--- src/rtl/key_cond_pkg.sv ---
// key_cond_pkg: shared state encoding and counter-width helper for pushbutton conditioning
package key_cond_pkg;
   typedef enum logic [1:0] {IDLE, PRESS_DB, HELD, RELEASE_DB} kc_state_t;
   function automatic int cnt_w(input int max);
      return $clog2(max + 1);
   endfunction
endpackage

--- src/rtl/key_step_conditioner_sync.sv ---
// sync_chain: generic N-flop synchronizer with a selectable reset value
module sync_chain #(
   parameter int   STAGES    = 2,
   parameter logic RESET_VAL = 1'b1
)(
   input  logic Clk,
   input  logic ResetN,
   input  logic D,
   output logic Q
);
   logic [STAGES-1:0] q_r;
   always_ff @(posedge Clk)
      if (!ResetN) q_r <= {STAGES{RESET_VAL}};
      else q_r <= {q_r[STAGES-2:0], D};
   assign Q = q_r[STAGES-1];
endmodule

--- src/rtl/key_step_conditioner.sv ---
// key_step_conditioner: debounced level, press/auto-repeat strobe and press counter for one active-low key
module key_step_conditioner
   import key_cond_pkg::*;
#(
   parameter int SYNC_STAGES     = 2,
   parameter int DEBOUNCE_CYCLES = 1_000_000,
   parameter int REPEAT_DELAY    = 25_000_000,
   parameter int REPEAT_PERIOD   = 5_000_000
)(
   input  logic       Clk,
   input  logic       ResetN,
   input  logic       KeyN,
   input  logic       RepeatEn,
   output logic       Pressed,
   output logic       Pulse,
   output logic [7:0] PressCount
);
   localparam int RMAX = REPEAT_DELAY > REPEAT_PERIOD ? REPEAT_DELAY : REPEAT_PERIOD;
   localparam int DW = cnt_w(DEBOUNCE_CYCLES);
   localparam int RW = cnt_w(RMAX);
   localparam logic [DW-1:0] D_LAST  = DW'(DEBOUNCE_CYCLES - 1);
   localparam logic [RW-1:0] RD_LAST = RW'(REPEAT_DELAY - 1);
   localparam logic [RW-1:0] RP_LAST = RW'(REPEAT_PERIOD - 1);
   if (DEBOUNCE_CYCLES < 1 || REPEAT_PERIOD < 2 || SYNC_STAGES < 2) begin : g_bad_params
      $error("key_step_conditioner: DEBOUNCE_CYCLES>=1, REPEAT_PERIOD>=2, SYNC_STAGES>=2 required");
   end
   kc_state_t state, state_n;
   logic [DW-1:0] dcnt, dcnt_n;
   logic [RW-1:0] rcnt, rcnt_n;
   logic first, first_n, pulse_n, ks;
   sync_chain #(.STAGES(SYNC_STAGES), .RESET_VAL(1'b1)) u_sync (
      .Clk(Clk), .ResetN(ResetN), .D(KeyN), .Q(ks)
   );
   // first selects the long initial repeat delay until the first repeat has fired
   always_comb begin
      state_n = state;
      dcnt_n  = dcnt;
      rcnt_n  = rcnt;
      first_n = first;
      pulse_n = 1'b0;
      case (state)
         IDLE:
            if (!ks) begin state_n = PRESS_DB; dcnt_n = '0; end
         PRESS_DB:
            if (ks) state_n = IDLE;
            else if (dcnt == D_LAST) begin
               state_n = HELD;
               rcnt_n  = '0;
               first_n = 1'b1;
               pulse_n = 1'b1;
            end
            else dcnt_n = dcnt + 1'b1;
         HELD:
            if (ks) begin state_n = RELEASE_DB; dcnt_n = '0; end
            else if (RepeatEn) begin
               if (rcnt == (first ? RD_LAST : RP_LAST)) begin
                  rcnt_n  = '0;
                  first_n = 1'b0;
                  pulse_n = 1'b1;
               end
               else rcnt_n = rcnt + 1'b1;
            end
         RELEASE_DB:
            if (!ks) state_n = HELD;
            else if (dcnt == D_LAST) state_n = IDLE;
            else dcnt_n = dcnt + 1'b1;
         default: state_n = IDLE;
      endcase
   end
   always_ff @(posedge Clk)
      if (!ResetN) begin
         state      <= IDLE;
         dcnt       <= '0;
         rcnt       <= '0;
         first      <= 1'b1;
         Pressed    <= 1'b0;
         Pulse      <= 1'b0;
         PressCount <= '0;
      end else begin
         state      <= state_n;
         dcnt       <= dcnt_n;
         rcnt       <= rcnt_n;
         first      <= first_n;
         Pressed    <= (state_n == HELD) || (state_n == RELEASE_DB);
         Pulse      <= pulse_n;
         PressCount <= PressCount + 8'(pulse_n);
      end
endmodule

--- config.mk ---
export PLATFORM = sky130hd
export DESIGN_NAME = key_step_conditioner
export DESIGN_NICKNAME = d
export VERILOG_FILES = /design/src/rtl/key_cond_pkg.sv /design/src/rtl/key_step_conditioner_sync.sv /design/src/rtl/key_step_conditioner.sv
export SDC_FILE = /design/constraint.sdc
export NUM_CORES = 1
export LEC_CHECK = 0
export CELL_PAD_IN_SITES_DETAIL_PLACEMENT = 1
export CELL_PAD_IN_SITES_GLOBAL_PLACEMENT = 2
export CORE_MARGIN = 3
export CORE_UTILIZATION = 35
export CTS_BUF_LIST = sky130_fd_sc_hd__clkbuf_2
export DETAILED_ROUTE_END_ITERATION = 10
export PLACE_DENSITY_LB_ADDON = 0.08
export SLEW_MARGIN = 20
export SYNTH_ARGS = -nofsm -noshare
export SYNTH_HDL_FRONTEND = slang
export SYNTH_SLANG_ARGS = --single-unit
--- constraint.sdc ---
create_clock -name Clk -period 2.57 [get_ports Clk]
set_input_delay 0.6425 -clock Clk [delete_from_list [all_inputs] [get_ports Clk]]
set_output_delay 0.6425 -clock Clk [all_outputs]
set_load 0.01 [all_outputs]
==> impl_results.md, run 1 <==
- Min-delay src: u_sync.q_r[0]$_SDFF_PN1_
- Post-route setup slack: about 0.034 ns
- EDFF count, synth: 0
- Max-cap viol count: 0
- Yosys top cell area share: 0.373
- Post-Synthesis Net Count: 387
- Max Clock Freq: 394 MHz
- Vias in the first global route: between 2k and 3k
- Most frequent cells in the layout: 56 x dfxtp_1, 35 x buf_4, 29 x nor2_1, 26 x nand2_1
- Leakage: ~1.2 nW
- Global Route Usage Sum: 0.179
- Pin count of the biggest net entering global routing: 31
- R2r setup slk: 0.03 ns
- Final core occ: 0.447
- Clk_lat worst skew: 0.48 ns
- Die H: 101 um
- Clk sinks: 59
- Core area: 8760 um^2
- Initial Util: 0.361
- DP Wirelength: roughly 6300 um
- Clk_skew: approximately 0.023 ns
- VDD IR max: 0.337 mV
- Yosys warns: 0
- CTS tree: yes
- Die area: 10200 um^2
- Max Slew Vio Count: 0
- Row Count: 34
- Die Width: 101 um
- Inserted Diodes: 0
- Synth-to-Final Area Change: 23.6%
- Synth Register Bits: 59
- Hold Fails Final Rpt: 0
- Tightest Pin Transition: 0.442 ns
- Crit Path Category: reg2reg
- Final setup fails: 0
- CP Data Arrival Time: 2.96 ns
- Fillcell total: 1048
- Critical R2R Launch: state[0]$_SDFF_PN0_
- Worst Hold End: u_sync.q_r[1]$_SDFF_PN1_
- Crit. End Element: register
- Crit start category: register
- Worst hold path class: reg2reg
- Residual overflow from global routing: 0
- Deepest clock path buffer count: 2
- Final ANT Viol Nets: 0
- Critical path peak fanout: 4
- Detailed-route via count: 2982
- Root buffer cell: clkbuf_2
- CTS H-tree depth: 3
- Post-Synthesis Cells: around 370
- Period utilisation layout: 0.987
- Syn Std Cell Area: approximately 3200 um^2
- Count of cell types in the netlist: 49
- Reg clk slew, reported paths: ~0.18 ns
- Required time of the critical path: 3.00 ns
- First-pass GRT wire length: approximately 15000 um
- Initial antenna violation count: 0
- Hold-fix buffers, CTS: 0
- Setup WS pre-CTS: -0.495 ns
- Post-synth top area cell: dfxtp_1
- Initial DRC Count: 69
- Clock period minus worst slack: 2.54 ns
- Status: finished, final reports clean
- Drt wl/cell: about 16 um
- Top FF cell, synth: dfxtp_1
- # DRC: 0
- Worst slew margin relative to its limit: 0.705
- I/O pin count: 14
- Cts bufs inserted: 9
- Nets: 430
- Synth area leaders: dfxtp_1 37%, a211oi_1 6.2%, xnor2_1 4.4%, nand3_1 3.6%, ha_1 3.6%
- WHS Path Cells: 1
- Reg2reg end: rcnt[23]$_SDFFE_PN0P_
- Most common cell after layout, fill and taps aside: dfxtp_1
- R2R depth: 7
- Post-synth ARST share: 0
- Placer congestion estimate: 0.777
- Detailed Routing Iterations Pass 1: 4
- Total wire length: 8660 um
- Fin Hold WS: roughly 0.43 ns
- Mean cell area of the mapped netlist: 8.47 um^2
- Port bufs: 13
- Pwr Density: 589 nW/um^2
- RSZ-0062 raised after global routing: yes
- Vias per cell: 5.63
- Sequential share of the synthesized area: 0.373
- Share of cells above drive strength 1: 0.194
-- stage by stage --
| step | power [mW] | TNS [ns] | std cells | instance area (um^2) |
|---|---|---|---|---|
| 4_1_cts | 2.35 | 0 | 529 | 3850 |
| 3_3_place_gp | 1.55 | -1.68 | 513 | 3660 |
| 3_5_place_dp | 1.56 | -2.26 | 513 | 3660 |
| 5_1_grt | 2.46 | -0.127 | 530 | 3920 |
| 6_report | 2.30 | 0 | 530 | 3920 |
| 2_1_floorplan | 1.35 | -0.0702 | 374 | 3170 |
-- cell type report --
| type | count | area (um^2) | share of cell area |
|---|---|---|---|
| Multi-Input combinational cell | 288 | 1970 | 0.502 |
| Clock inverter | 7 | 106 | 0.0272 |
| Sequential cell | 59 | 1190 | 0.303 |
| Clock buffer | 9 | 45.0 | 0.0115 |
| Tap cell | 108 | 135 | 0.0345 |
| Inverter | 8 | 30.0 | 0.00767 |
| Timing Repair Buffer | 51 | 444 | 0.113 |
-- synth_stat cells (4+ instances only) --
cell	count
dfxtp_1	59
buf_2	5
nand2_1	26
o31ai_1	11
and2_1	6
or4_1	14
inv_1	7
and3_1	4
nand2b_1	6
nand3_1	23
xnor2_1	16
nor3_1	10
a211oi_1	26
nor2_1	29
o21ai_0	18
nand4_1	6
nor4_1	5
a21oi_1	10
nand4b_1	4
clkbuf_1	13
a311oi_1	5
or2_2	4
ha_1	9
and4_1	4
xor2_1	5
or3_1	17
-- per-layer routing --
metal / up-vias / routed length [um] / GRT usage
met5: - / 0 / 0
met4: 0 / 128 / 0.0583
met3: 11 / 131 / 0.0374
met2: 14 / 4350 / 0.310
met1: 1455 / 4050 / 0.221
li1: 1502 / - / -
-- worst max-delay path, cell delays in order (launching register included) --
cell and delay [ns]:
dfxtp_4 0.40, inv_2 0.04, ha_1 0.19, mux2i_1 0.15
or4_4 0.53, or4_4 0.53, or4_4 0.43, a211oi_2 0.21
-- logic make-up (layout without fill, tap and decap cells) --
family	Yosys count	after routing	synth area share
flops	59	59	0.373
buf+inv	27	75	0.0352
xor+xnor	21	21	0.0581
compound gates	90	90	0.198
mux	2	2	0.00632
simple gates	166	166	0.294
fa+ha+maj	9	9	0.0356
-- state kept, by name, indices dropped and copies added, names as in the netlist --
name        count
PressCount      8
dcnt           20
u_sync.q_r      2
Pressed         1
first           1
Pulse           1
state           1
rcnt           25
-- worst max-delay path by stage --
stage,startpoint,end,cells past startpoint
after global routing,state[0]$_SDFF_PN0_,rcnt[23]$_SDFFE_PN0P_,7
after floorplan,Pressed$_SDFF_PN0_,rcnt[23]$_SDFFE_PN0P_,8
after detailed placement,RepeatEn,rcnt[23]$_SDFFE_PN0P_,6
final,state[0]$_SDFF_PN0_,rcnt[23]$_SDFFE_PN0P_,7
after global placement,RepeatEn,rcnt[23]$_SDFFE_PN0P_,6
after CTS,state[0]$_SDFF_PN0_,rcnt[23]$_SDFFE_PN0P_,7
-- timing repair --
action	CTS	global route
buffers inserted	0	1
setup endpoints to repair	13	20
resized for setup	6	17
cloned	0	0
pin swaps	1	3
-- report_power, final --
group	switching [mW]	internal, mW	total (mW)	leakage [nW]
Sequential	0.0242	0.946	0.970	0.478
Combinational	0.352	0.230	0.582	0.642
Clock	0.343	0.409	0.753	0.0884
Total	0.720	1.58	2.30	1.21
Note: power is estimated with default switching activity, not from simulation.
==> inputs of run 2 (changes only) <==
- CORE_MARGIN: 3 -> 5
==> impl_results.md, run 2 (synthesis gave the netlist of run 1 again) <==
- Status: finished with violations
- Failing checks: negative setup slack
- Placer congestion estimate: 0.800
- Largest register by flop count: rcnt
- Deepest clock path buffer count: 2
- Max Clock Freq: 388 MHz
- Nets: 437
- Internal: ~1.3 mW
- Post-route setup slack: -0.00609 ns
- Root buffer cell: clkbuf_2
- Biggest regs: rcnt x25, dcnt x20, PressCount x8
- Crit path depth: 8
- Cell family with most CP delay: simple AND/OR/NAND/NOR gates
- Max Slew Vio Count: 0
- Final ANT Viol Nets: 0
- Most common cell after layout, fill and taps aside: dfxtp_1
- Slowest cell on crit path: or4_4
- WHS Path Cells: 1
- Crit start category: register
- Crit path cell chain: buf_4 > or4_4 > nor4_4 > buf_4 > a21oi_4 > buf_12 > or4_4 > a211oi_2
- Overall power: about 2 mW
- Register area: 1190 um^2
- Tightest Pin Transition: a little over 0.5 ns
- Residual overflow from global routing: 0
- Synth-to-Final Area Change: 24.5%
- R2r setup slk: -0.006 ns
- Clock power share: 0.228
- R2R depth: 8
- Fin Setup TNS: -0.00609 ns
- VDD IR max: 0.321 mV
- Hold Fails Final Rpt: 0
- Reg clk slew, reported paths: between 0.15 and 0.2 ns
- Leakage: between 1 and 1.5 nW
- Pwr Density: 519 nW/um^2
- Max-cap viol count: 0
- Worst slew margin relative to its limit: 0.658
- Combinational power share: 0.298
- RSZ-0062 raised after global routing: yes
- Initial antenna violation count: 0
- Share of cells above drive strength 1: 0.222
- Net Sw Frac: 0.363
- Hold-fix buffers, CTS: 0
- Vias per cell: 5.70
- Multi-input gate area: 2000 um^2
- # DRC: 0
- Detailed Routing Iterations Pass 1: 4
- Critical path peak fanout: 8
- Row Count: 34
- Clk sinks: 59
- Cts bufs inserted: 9
- Die H: 105 um
- CP Data Arrival Time: 2.99 ns
- Global Route Usage Sum: 0.166
- CTS tree: yes
- Detailed-route via count: just over 3k
- Clk_lat worst skew: 0.50 ns
- Inserted Diodes: 0
- Clock period minus worst slack: 2.58 ns
- Total wire length: 9310 um
- Fillcell total: 1069
- I/O pin count: 14
- Crit. End Element: register
- Period utilisation layout: 1.00
- Required time of the critical path: roughly 3 ns
- First-pass GRT wire length: 15300 um
- Most frequent cells in the layout: 56 x dfxtp_1, 41 x buf_4, 29 x nor2_1, 26 x nand2_1, 22 x nand3_1
- Die area: 11100 um^2
- DP Wirelength: 6520 um
- Crit Path Category: reg2reg
- CP Buf/Inv Count: 3
- Pin count of the biggest net entering global routing: 31
- Initial DRC Count: between 90 and 100
- Core area: 8760 um^2
- Crit-path max cell delay: 0.51 ns
- Clk_skew: 0.0261 ns
- Reg power frac: 0.474
- Initial Util: 0.361
- Port bufs: 13
- Max reg flops: 25
- Final setup fails: 1
- Drt wl/cell: ~17 um
- CTS H-tree depth: 3
- Worst hold path class: reg2reg
- Die Width: 105 um
- NetSw: 0.742 mW
- Vias in the first global route: 3203
-- run 2: metal layers --
| metal | GRT usage | routed length (um) |
|---|---|---|
| met4 | 0.0365 | 98 |
| met1 | 0.194 | 4200 |
| met3 | 0.0462 | 162 |
| met5 | 0 | 0 |
| met2 | 0.299 | 4850 |
-- run 2: cell type report --
cell class,count,share of cell area
sequential,59,0.301
inverter,8,0.00761
clock buffer,10,0.0127
timing repair buffer,58,0.132
clock inverter,5,0.00539
multi-input combinational,288,0.507
tap,108,0.0343
-- run 2: timing repair --
action | in CTS | in global routing
setup buffers | 2 | 2
cloned | 0 | 2
gates resized for setup | 6 | 26
endpoints found under the setup margin | 13 | 20
pin swaps | 3 | 3
-- run 2: worst register-to-register path, cell delays in order (launching register included) --
cell and delay [ns]:
dfxtp_1 0.36, buf_4 0.16, or4_4 0.50, nor4_4 0.29, buf_4 0.19, a21oi_4 0.09
buf_12 0.17, or4_4 0.51, a211oi_2 0.23
-- run 2: worst paths after layout --
kind	start	end
setup reg to reg	dcnt[11]$_SDFFE_PN0P_	rcnt[24]$_SDFFE_PN0P_
hold reg to reg	u_sync.q_r[0]$_SDFF_PN1_	u_sync.q_r[1]$_SDFF_PN1_
setup / recovery	dcnt[11]$_SDFFE_PN0P_	rcnt[24]$_SDFFE_PN0P_
hold / removal	u_sync.q_r[0]$_SDFF_PN1_	u_sync.q_r[1]$_SDFF_PN1_
-- run 2: power by group through the flow --
stage / clock (mW) / combinational, mW / sequential (mW)
2_1_floorplan: 0 / 0.362 / 0.988
3_3_place_gp: 0 / 0.569 / 0.987
3_5_place_dp: 0 / 0.576 / 0.989
4_1_cts: 0.488 / 0.594 / 0.970
5_1_grt: 0.527 / 0.684 / 0.976
6_report: 0.465 / 0.609 / 0.970
-- run 2: per-stage QoR --
step / util / setup WS, ns / hold slack (ns) / instance area [um^2] / std cells
2_1_floorplan: - / -0.0702 / 0.386 / 3170 / 374
3_3_place_gp: 0.418 / -0.451 / 0.405 / 3670 / 515
3_5_place_dp: 0.418 / -0.506 / 0.394 / 3670 / 515
4_1_cts: 0.432 / 0.00341 / 0.445 / 3780 / 532
5_1_grt: 0.450 / -0.0904 / 0.460 / 3940 / 536
6_report: 0.450 / -0.00609 / 0.440 / 3940 / 536
==> inputs of run 3 (changes only) <==
- PLACE_DENSITY_LB_ADDON: 0.08 -> 0.1
- REMOVE_ABC_BUFFERS: default -> 1
==> impl_results.md, run 3 (synthesis gave the netlist of run 1 again) <==
- CTS H-tree depth: 3
- Root buffer cell: clkbuf_2
- Overall power: 2.15 mW
- Final setup fails: 0
- Clock power share: 0.265
- Crit-path max cell delay: 0.53 ns
- Worst Hold End: u_sync.q_r[1]$_SDFF_PN1_
- Die area: 11100 um^2
- Most common cell after layout, fill and taps aside: dfxtp_1
- Total wire length: approximately 8700 um
- Vias in the first global route: 3037
- Hold Fails Final Rpt: 0
- NetSw: 0.742 mW
- Row Count: 34
- Clock period minus worst slack: 2.51 ns
- Required time of the critical path: 3.00 ns
- Detailed Routing Iterations Pass 1: 4
- Finished layout cell area: 3900 um^2
- Final core occ: 0.445
- Initial Util: 0.361
- Nets: approximately 440
- RSZ-0062 raised after global routing: yes
- Period utilisation layout: 0.977
- Post-CTS Setup Bufs: 0
- First-pass GRT wire length: 14700 um
- Critical path peak fanout: 2
- Reg2reg end: rcnt[23]$_SDFFE_PN0P_
- Share of cells above drive strength 1: 0.198
- Pwr Density: 551 nW/um^2
- Initial DRC Count: about 100
- Initial antenna violation count: 0
- Leakage: 1.22 nW
- Fin Hold WS: 0.429 ns
- Max Slew Vio Count: 0
- Global Route Usage Sum: 0.162
- CP dominant cell by count: or4_4
- Status: finished, final reports clean
- Combinational power share: 0.286
- Synth-to-Final Area Change: 23.0%
- Clk_lat worst skew: 0.50 ns
- Clk sinks: just under 60
- Clk_skew: 0.0293 ns
- Crit Path Category: in2reg
- Largest register by flop count: rcnt
- Crit start category: input port
- Reg power frac: 0.449
- Residual overflow from global routing: 0
- Detailed-route via count: roughly 3k
- Final Non-Filler Cells: 538
- Number of instances in the placed design: 523
- Worst slew margin relative to its limit: 0.652
- Slowest cell on crit path: or4_4
- Cts bufs inserted: 9
- Max-cap viol count: 0
- Worst hold path class: reg2reg
- Reg clk slew, reported paths: 0.17 ns
- Crit path cell chain: clkdlybuf4s50_1 > mux2i_1 > or4_4 > or4_4 > or4_4 > a211oi_2
- Most frequent cells in the layout: 56 x dfxtp_1, 45 x buf_4, 29 x nor2_1, 26 x nand2_1, 25 x a211oi_1
- Biggest regs: rcnt x25, dcnt x20, PressCount x8
- Tightest Pin Transition: 0.509 ns
- Dpl cell area: 3730 um^2
- Net Sw Frac: 0.346
- Inserted Diodes: 0
- Min-delay src: u_sync.q_r[0]$_SDFF_PN1_
- R2r setup slk: 0.08 ns
- Max reg flops: 25
- R2R depth: 6
- Pin count of the biggest net entering global routing: 31
- Die H: about 110 um
- CTS tree: yes
- DP Wirelength: about 6500 um
- Internal: 1.41 mW
- CP Data Arrival Time: 2.94 ns
- Final ANT Viol Nets: 0
- Crit. End Element: register
- Max Clock Freq: between 300 and 400 MHz
- WHS Path Cells: 1
- I/O pin count: 14
- Placer congestion estimate: 0.763
- Critical R2R Launch: Pressed$_SDFF_PN0_
- VDD IR max: 0.529 mV
- Deepest clock path buffer count: 2
- Port bufs: 13
- Core area: 8760 um^2
- CP Buf/Inv Count: 1
- Cell family with most CP delay: simple AND/OR/NAND/NOR gates
- Drt wl/cell: approximately 16 um
- # DRC: 0
- Vias per cell: roughly 5.7
- Die Width: 105 um
==> run 3: cell count changes in the layout (fill, tap and decap cells not counted), sizes merged <==
cell / delta
bufinv: +1
clkbuf: -3
buf: +4
==> run 3: timing repair <==
| item | 4_1_cts | 5_1_grt |
|---|---|---|
| gates resized for setup | 5 | 12 |
| endpoints found under the setup margin | 5 | 18 |
| hold buffers | 0 | 0 |
| hold endpoints to repair | 0 | 0 |
| pin swaps | 0 | 3 |
==> run 3: worst max-delay path by stage <==
stage / slack (ns) / start / endpoint / depth (start not counted)
6_report: 0.06 / RepeatEn / rcnt[23]$_SDFFE_PN0P_ / 6
5_1_grt: -0.02 / state[0]$_SDFF_PN0_ / rcnt[23]$_SDFFE_PN0P_ / 7
4_1_cts: 0.003 / dcnt[7]$_SDFFE_PN0P_ / PressCount[6]$_SDFF_PN0_ / 10
3_5_place_dp: -0.48 / RepeatEn / rcnt[23]$_SDFFE_PN0P_ / 6
3_3_place_gp: -0.46 / RepeatEn / rcnt[23]$_SDFFE_PN0P_ / 6
2_1_floorplan: -0.63 / dcnt[7]$_SDFFE_PN0P_ / rcnt[0]$_SDFFE_PN0P_ / 5
==> run 3: cell type report <==
cell class	instances	area, um^2
Clock buffer	9	45.0
Multi-Input combinational cell	288	1940
Tap cell	108	135
Fill cell	1057	4870
Sequential cell	59	1180
Clock inverter	6	57.6
Timing Repair Buffer	60	508
Inverter	8	30.0
==> run 3: power groups by stage <==
stage	logic [mW]	clock network (mW)	registers, mW
6_report	0.615	0.569	0.963
5_1_grt	0.682	0.642	0.971
4_1_cts	0.616	0.607	0.963
3_5_place_dp	0.610	0	0.982
3_3_place_gp	0.596	0	0.981
2_1_floorplan	0.336	0	0.986
==> run 3: metal layers <==
layer / vias to the layer above / share of wire / wire [um] / GRT usage
met5: - / 0 / 0 / 0
met3: 11 / 0.030 / 260 / 0.0395
met1: 1489 / 0.51 / 4430 / 0.216
li1: 1517 / - / - / -
met4: 0 / 0.012 / 105 / 0.0493
met2: 35 / 0.45 / 3910 / 0.258
==> run 3: metrics by stage <==
step	TNS, ns	setup WS, ns
2_1_floorplan	-15.70	-0.630
3_3_place_gp	-1.75	-0.457
3_5_place_dp	-2.46	-0.478
4_1_cts	0	0.00343
5_1_grt	-0.0222	-0.0222
6_report	0	0.0596
